$ cat src/rtl/interrupt_sequencer.sv
// interrupt_sequencer
//   Sequences hardware interrupt entry and RTI for the pipelined core. It
//   freezes fetch and drains the pipeline. It then injects stack micro-ops
//   into the memory stage, overriding the control unit's SP/memory signals
//   while busy.
//     Interrupt: push PC, push flags, load PC from the vector location.
//     RTI:       pop flags, pop PC.
//
// Build option:
//   INT_EDGE_CAPTURE_EN  When defined, a rising edge of int_req sets a pending
//                        latch, including while busy. When undefined, int_req
//                        is level-sensitive and is sampled only in IDLE.
//
// Ports:
//   clk, reset_n       core clock, asynchronous active-low reset
//   int_req            external interrupt request
//   rti_req            RTI decoded in decode stage (1-cycle pulse)
//   mem_ready          data memory finished the current injected access
//   stall_fetch, busy  fetch freeze / sequencer not idle
//   int_ack            1-cycle pulse when an interrupt is accepted
//   inj_*              injected memory-stage micro-op controls
//   inj_vector         constant VECTOR_ADDR
//   pc_load            load PC from memory read data (Mealy on mem_ready)
//   flags_restore      load CCR from memory read data (Mealy on mem_ready)
//
// state      | meaning
// -----------+-----------------------------------------------
// IDLE       | no sequence in progress, pipeline runs normally
// DRAIN      | fetch stalled, waiting for older instructions
// PUSH_PC    | store return PC at --SP
// PUSH_FLAGS | store flags at --SP
// VECTOR     | read handler address from VECTOR_ADDR into PC
// POP_FLAGS  | read flags from SP, SP++
// POP_PC     | read return PC from SP, SP++

module interrupt_sequencer #(
    parameter int                ADDR_W       = 32,
    parameter int                DRAIN_CYCLES = 3,
    parameter logic [ADDR_W-1:0] VECTOR_ADDR  = '0
) (
    input  logic              clk,
    input  logic              reset_n,
    input  logic              int_req,
    input  logic              rti_req,
    input  logic              mem_ready,
    output logic              stall_fetch,
    output logic              busy,
    output logic              int_ack,
    output logic              inj_valid,
    output logic              inj_mem_write,
    output logic              inj_mem_read,
    output logic [1:0]        inj_sp_op,
    output logic [1:0]        inj_data_sel,
    output logic              inj_addr_sel,
    output logic [ADDR_W-1:0] inj_vector,
    output logic              pc_load,
    output logic              flags_restore
);

    localparam logic [2:0] IDLE       = 3'd0;
    localparam logic [2:0] DRAIN      = 3'd1;
    localparam logic [2:0] PUSH_PC    = 3'd2;
    localparam logic [2:0] PUSH_FLAGS = 3'd3;
    localparam logic [2:0] VECTOR     = 3'd4;
    localparam logic [2:0] POP_FLAGS  = 3'd5;
    localparam logic [2:0] POP_PC     = 3'd6;

    localparam logic MODE_INT = 1'b0;
    localparam logic MODE_RTI = 1'b1;

    localparam int               CNT_W    = (DRAIN_CYCLES > 1) ? $clog2(DRAIN_CYCLES) : 1;
    localparam logic [CNT_W-1:0] CNT_LOAD = CNT_W'(DRAIN_CYCLES - 1);

    logic [2:0]       state, state_nxt;
    logic             mode, mode_nxt;
    logic [CNT_W-1:0] cnt, cnt_nxt;
    logic             pending;
    logic             take_rti, take_int;

    // rti_req has priority; a simultaneous interrupt stays pending.
    assign take_rti = (state == IDLE) && rti_req;
    assign take_int = (state == IDLE) && !rti_req && pending;

`ifdef INT_EDGE_CAPTURE_EN
    logic int_prev, int_pend, int_edge;

    assign int_edge = int_req && !int_prev;
    // Include the current edge so acceptance latency matches level mode.
    assign pending  = int_pend || int_edge;

    always_ff @(posedge clk or negedge reset_n) begin
        if (!reset_n) begin
            int_prev <= 1'b0;
            int_pend <= 1'b0;
        end else begin
            int_prev <= int_req;
            if (take_int)
                int_pend <= 1'b0;
            else if (int_edge)
                int_pend <= 1'b1;
        end
    end
`else
    assign pending = int_req;
`endif

    always_comb begin
        state_nxt = state;
        mode_nxt  = mode;
        cnt_nxt   = cnt;
        case (state)
            IDLE: begin
                if (take_rti) begin
                    state_nxt = DRAIN;
                    mode_nxt  = MODE_RTI;
                    cnt_nxt   = CNT_LOAD;
                end else if (take_int) begin
                    state_nxt = DRAIN;
                    mode_nxt  = MODE_INT;
                    cnt_nxt   = CNT_LOAD;
                end
            end
            DRAIN: begin
                if (cnt == '0)
                    state_nxt = (mode == MODE_INT) ? PUSH_PC : POP_FLAGS;
                else
                    cnt_nxt = cnt - CNT_W'(1);
            end
            PUSH_PC:    if (mem_ready) state_nxt = PUSH_FLAGS;
            PUSH_FLAGS: if (mem_ready) state_nxt = VECTOR;
            VECTOR:     if (mem_ready) state_nxt = IDLE;
            POP_FLAGS:  if (mem_ready) state_nxt = POP_PC;
            POP_PC:     if (mem_ready) state_nxt = IDLE;
            default:    state_nxt = IDLE;
        endcase
    end

    always_ff @(posedge clk or negedge reset_n) begin
        if (!reset_n) begin
            state <= IDLE;
            mode  <= MODE_INT;
            cnt   <= '0;
        end else begin
            state <= state_nxt;
            mode  <= mode_nxt;
            cnt   <= cnt_nxt;
        end
    end

    always_comb begin
        stall_fetch   = (state != IDLE);
        busy          = (state != IDLE);
        // Counter still holds its load value only in the first DRAIN cycle.
        int_ack       = (state == DRAIN) && (mode == MODE_INT) && (cnt == CNT_LOAD);
        inj_valid     = 1'b0;
        inj_mem_write = 1'b0;
        inj_mem_read  = 1'b0;
        inj_sp_op     = 2'b00;
        inj_data_sel  = 2'b00;
        inj_addr_sel  = 1'b0;
        case (state)
            PUSH_PC: begin
                inj_valid     = 1'b1;
                inj_mem_write = 1'b1;
                inj_sp_op     = 2'b01;
            end
            PUSH_FLAGS: begin
                inj_valid     = 1'b1;
                inj_mem_write = 1'b1;
                inj_sp_op     = 2'b01;
                inj_data_sel  = 2'b01;
            end
            VECTOR: begin
                inj_valid     = 1'b1;
                inj_mem_read  = 1'b1;
                inj_addr_sel  = 1'b1;
            end
            POP_FLAGS, POP_PC: begin
                inj_valid     = 1'b1;
                inj_mem_read  = 1'b1;
                inj_sp_op     = 2'b10;
            end
            default: ;
        endcase
    end

    assign pc_load       = mem_ready && ((state == VECTOR) || (state == POP_PC));
    assign flags_restore = mem_ready && (state == POP_FLAGS);
    assign inj_vector    = VECTOR_ADDR;

endmodule

$ cat config.mk
export PLATFORM = sky130hd
export DESIGN_NAME = interrupt_sequencer
export DESIGN_NICKNAME = d
export VERILOG_FILES = /design/src/rtl/interrupt_sequencer.sv
export SDC_FILE = /design/constraint.sdc
export NUM_CORES = 1
export LEC_CHECK = 0
export BUFFER_PORTS_ARGS = -buffer_cell sky130_fd_sc_hd__buf_2
export CAP_MARGIN = 5
export CORE_UTILIZATION = 30
export DETAILED_ROUTE_END_ITERATION = 10
export GPL_ROUTABILITY_DRIVEN = 0
export REMOVE_ABC_BUFFERS = 1
export SYNTH_ARGS = -nofsm -noshare
export SYNTH_HDL_FRONTEND = slang
export SYNTH_SLANG_ARGS = --single-unit
$ cat constraint.sdc
create_clock -name clk -period 1.5 [get_ports clk]
set_input_delay 0.075 -clock clk [delete_from_list [all_inputs] [get_ports clk]]
set_output_delay 0.075 -clock clk [all_outputs]
set_load 0.02 [all_outputs]
---- Yosys cells after proc, flatten, opt, wreduce, memory -nomap -nowiden ----
Cells that the tools add are included.
cells by class
  add/subtract/negate cells ............... 1
  eq/ne operators ......................... 14
  multiplexer cells ....................... 21
  bitwise operators ....................... 1
  reduce and logical (&&, ||, !) cells .... 22
operators by type and width
  kind                                                                     number
  3-bit two-way mux                                                        8
  3-bit one-hot mux with 6 select lines                                    1
  2-bit inequality test, second input constant                             5
  3-bit equality test, second input constant                               3
  2-bit one-hot mux with 2 select lines                                    2
  1-bit logical AND                                                        7
  1-bit two-way mux                                                        7
  3-bit by 2-bit equality test with 1-bit output, second input constant    2
  2-bit two-way mux                                                        3
  6-bit AND reduction                                                      1
  2-bit OR reduction                                                       3
  5-bit OR reduction                                                       1
  2-bit nonzero test                                                       2
  3-bit by 1-bit equality test with 1-bit output, second input constant    1
  3-bit zero test                                                          1
  3-bit inequality test, second input constant                             1
  3-bit AND reduction                                                      1
  3-bit nonzero test                                                       1
  3-bit OR reduction                                                       1
  2-bit equality test, second input constant                               1
  2-bit zero test                                                          1
  2-bit by 1-bit inequality test with 1-bit output, second input constant  1
  2-bit AND reduction                                                      1
  2-bit by 1-bit subtractor with 2-bit output, second input constant       1
  other kinds (3)                                                          3
word-level totals
  register bits ........................... 6
  output and inout port bits .............. 45

---- Longest topological paths before layout ----
  depth after elaboration ................. 6
  depth in mapped cells ................... 5
  gate-level depth less buffers ........... 5

---- Least setup slack after synthesis ----
OpenSTA, ideal clock, no wires.
  path kind ............................... reg-to-output
  start point ............................. register state[1]
  end point ............................... output port inj_valid
  data arrival time ....................... 1384 ps
  required time ........................... 1425 ps
  setup slack ............................. 41 ps
  cell stages (with the launch flop) ...... 4
  cells stage by stage .................... dfrtp_1 -> buf_4 -> a21boi_0 -> or2_1
between the ends
  word-level cells in the longest chain between the ends .. 3
  elaborated cells on any way between the ends .. 7
ends and longest elaborated chain
  what                                                                                          line  RTL
  from (decl)                                                                                   74    logic [2:0] state, state_nxt;
  from (signal assigned)                                                                        144   state <= state_nxt;
  3-bit equality test / 3-bit by 2-bit equality test with 1-bit output (equally long branches)  161   case (state)
  5-bit OR reduction (no source line) (*)                                                       --
  1-bit two-way mux (*)                                                                         161
  to (decl)                                                                                     49    output logic inj_valid,
Every way passes the cells marked *; elsewhere a longest branch is shown, timed or not.

---- Worst setup path after layout ----
  start point ............................. register state[0]
  end point ............................... register state[0]
between the ends
  word-level cells in the longest chain between the ends .. 5
  elaborated cells on any way between the ends .. 20
ends and longest elaborated chain
  what                                    line         RTL
  3-bit zero test                         81, 82, 111
  1-bit logical AND (2 in series)         82           assign take_int = (state == IDLE) && !rti_req && pending;
  3-bit inequality test (no source line)  --
  6-bit AND reduction (no source line)    --
Parallel ways exist; a longest one is shown, timed or not.
A chain may end at the register's enable or synchronous reset.

==> flow_metrics.py <==
metrics = {
    "floorplan": {
        "dieArea_um2": 2770,
        "die_h_um": 52.6,
        "start_util": 0.331,
        "die_width_um": 52.6,
        "placementRows": 17,
        "pin_count": 50,
        "core_um2": 2320,
    },
    "cts": {
        "cts_root_buffer": "clkbuf_4",
        "tritoncts": "yes",
        "cts_sinks": 6,
        "ctsHtreeMaxLevel": 1,
        "clk_path_buf_depth": 2,
        "clk_latency_ns": 0.25,
        "numCtsBuffers": 3,
        "path_clk_slew_ns": 0.05,
    },
    "setup_path": {
        "crit_path_start_kind": "flop",
        "r2r_slack_ns": 0.05,
        "critPathMaxStageDelay_ns": 0.43,
        "crit_type": "flop to flop",
        "endpoint": "state[0]$_DFFE_PN0P_",
        "critPathMaxFanout": 6,
        "worstPathRequired_ns": 1.63,
        "arrival_ns": 1.57,
        "cp-startpoint": "state[0]$_DFFE_PN0P_",
        "slowest_stage": "or3_1",
        "worstSetupEndpointType": "flop",
        "cp_top_family": "simple AND/OR/NAND/NOR gates",
        "reg2reg_depth": 3,
        "r2r-start": "state[0]$_DFFE_PN0P_",
        "worstReg2RegEnd": "state[0]$_DFFE_PN0P_",
        "crit_buf_inv": 1,
        "crit_path_cell_trace": "buf_4 -> or3_1 -> a311o_1",
        "cp.depth": 3,
    },
    "grt": {
        "grt_max_degree": 14,
        "grt_pass1_wl_mm": 2.10,
        "grt.total_usage": 0.106,
        "antenna_found_initial": 0,
        "gr-total-overflow": 0,
        "grt_pass1_vias": 472,
    },
    "final_layout": {
        "antenna_cells": 0,
        "num-nets-final": 122,
        "utilization": 0.361,
        "n_fill_cell": 253,
        "drive_gt1_frac": 0.327,
        "areaGrowthSynthToFinish_pct": 8.96,
    },
    "flow_run": {
        "maxCapViolations": 0,
    },
    "synth": {
        "synth_fa_ha_area_frac": 0.0326,
        "synthFlopType": "dfrtp_1",
        "synth_warnings": 0,
        "synth_top_family_by_area": "buffers and inverters",
        "ys_seq_elements": 6,
        "syn_avg_cell_area_um2": 8.26,
        "syn-cell-area_um2": 768,
        "synth_xor_xnor_area_share": 0,
        "async_flop_share": 1.00,
        "synth_cells": 93,
        "synth_edf_count": 0,
        "synth-simple-area-share": 0.178,
        "ys_types": 34,
        "muxShareOfSynthArea": 0.0195,
        "synth-seq-area-share": 0.195,
        "synth_compound_area_frac": 0.164,
    },
    "pwr": {
        "power_leakage_nw": 0.442,
        "vdd_drop_max_v": 0.000909,
        "powerDensity_nw_per_um2": 1920,
        "power.total_mw": 1.61,
    },
    "routing": {
        "first_iter_violations": 5,
        "totalWireLength_mm": 1.39,
        "remaining_drc_errors": 0,
        "avgRoutedWirePerCell_um": 9.87,
        "vias": 598,
        "post_drt_via_cell_ratio": 4.24,
        "ant_nets": 0,
        "firstDrtPassIters": 4,
    },
    "outcome": {
        "status": "complete, no violations",
    },
    "sta": {
        "hold_viol": 0,
        "fmax_ghz": 0.692,
        "fin_skew_ns": 0.00409,
        "setup_violations": 0,
        "rsz0062_at_grt": "true",
        "fin_crit_ns": 1.45,
        "maxSlewViolCount": 0,
        "finalCritPeriodShare": 0.963,
        "worst_slack_ns": 0.0548,
    },
    "worst_hold_path": {
        "min_path_type": "input pin to flop",
    },
    "place": {
        "hpwl_mm": 1.08,
        "pre_cts_ws_ns": 0.0293,
        "port-buffer-count": 16,
    },
}
cell families (layout without fill, tap and decap cells):
logic type               Yosys count  count (layout)
AO/OA/AOI/OAI                     17              17
adder cells (fa/ha/maj)            2               2
buffers and inverters             43              31
flip-flops                         6               6
multiplexers                       1               1
other                              1              33
AND/OR/NAND/NOR                   23              23
worst min path at each step:
| stage | from | end | slack, ns | cells past startpoint |
|---|---|---|---|---|
| finish | rti_req | mode$_DFFE_PN0P_ | 0.10 | 2 |
| CTS | rti_req | mode$_DFFE_PN0P_ | 0.08 | 2 |
| floorplan | reset_n | cnt[0]$_DFFE_PN0P_ | -0.22 | 0 |
| global route | rti_req | mode$_DFFE_PN0P_ | 0.12 | 2 |
| detailed placement | reset_n | state[1]$_DFFE_PN0P_ | -0.08 | 1 |
| global placement | reset_n | state[1]$_DFFE_PN0P_ | -0.09 | 1 |
Yosys cell counts (all sizes together), types with 2 or more instances:
master / instances / area share
dfrtp: 6 / 0.20
or2b: 2 / 0.020
ha: 2 / 0.033
a21oi: 3 / 0.020
nor2b: 2 / 0.016
buf: 38 / 0.38
inv: 4 / 0.020
nor2: 5 / 0.028
o21ai: 3 / 0.020
nand2: 3 / 0.015
a21boi: 2 / 0.020
nor3b: 3 / 0.029
a21o: 2 / 0.020
cell usage in the layout (no fill, tap or decap), types with 2 or more instances in the layout:
master and instances:
nor3b_1 3, clkbuf_4 3, nand2_1 3, inv_1 4
buf_2 15, dfrtp_1 4, a21oi_1 3, a21o_1 2
dfrtp_2 2, o21ai_1 2, conb_1 33, buf_4 7
nor2_1 4
sequential cells by signal, indices dropped and copies added, names as in the netlist:
signal and flops:
mode 1, state 3, cnt 2
power by group:
part	switching (mW)	total, mW	internal, mW	leakage [nW]
logic	0.650	1.15	0.503	0.359
registers	0.0649	0.307	0.242	0.0692
clock network	0.0599	0.151	0.0906	0.0138
per-stage QoR:
stage                     std cells  TNS (ns)  hold slack (ns)  area, um2
after floorplan                  86  -0.00293           -0.221        592
after CTS                       141         0           0.0845        795
after global placement          135         0          -0.0888        744
after global routing            141   -0.0240            0.117        837
after detailed placement        135         0          -0.0817        744
final                           141         0            0.101        837
per-layer routing:
layer,vias up,GRT usage,share of wire
met5,-,0,0
met4,0,0.0395,0.0072
met3,2,0.0435,0.056
met2,26,0.177,0.52
met1,284,0.120,0.42
li1,286,-,-
worst reg2reg max path, stage by stage, from the launching register on:
cell,delay (ns)
dfrtp_2,0.41
buf_4,0.16
or3_1,0.43
a311o_1,0.33
what timing repair did:
item                       CTS  global route
setup endpoints to repair    4             7
hold endpoints to repair     6             0
pin swaps                    0             1
hold buffers                 1             0
buffers inserted             2             0
resized for setup            2            10
final cells by class:
| class | instances | area, um2 | area share |
|---|---|---|---|
| timing repair buffer | 24 | 149 | 0.178 |
| tap | 28 | 35.0 | 0.0419 |
| sequential | 6 | 153 | 0.182 |
| inverter | 4 | 15.0 | 0.0179 |
| clock buffer | 3 | 22.5 | 0.0269 |
| multi-input combinational | 76 | 463 | 0.553 |
(Power assumes the default switching activity.)
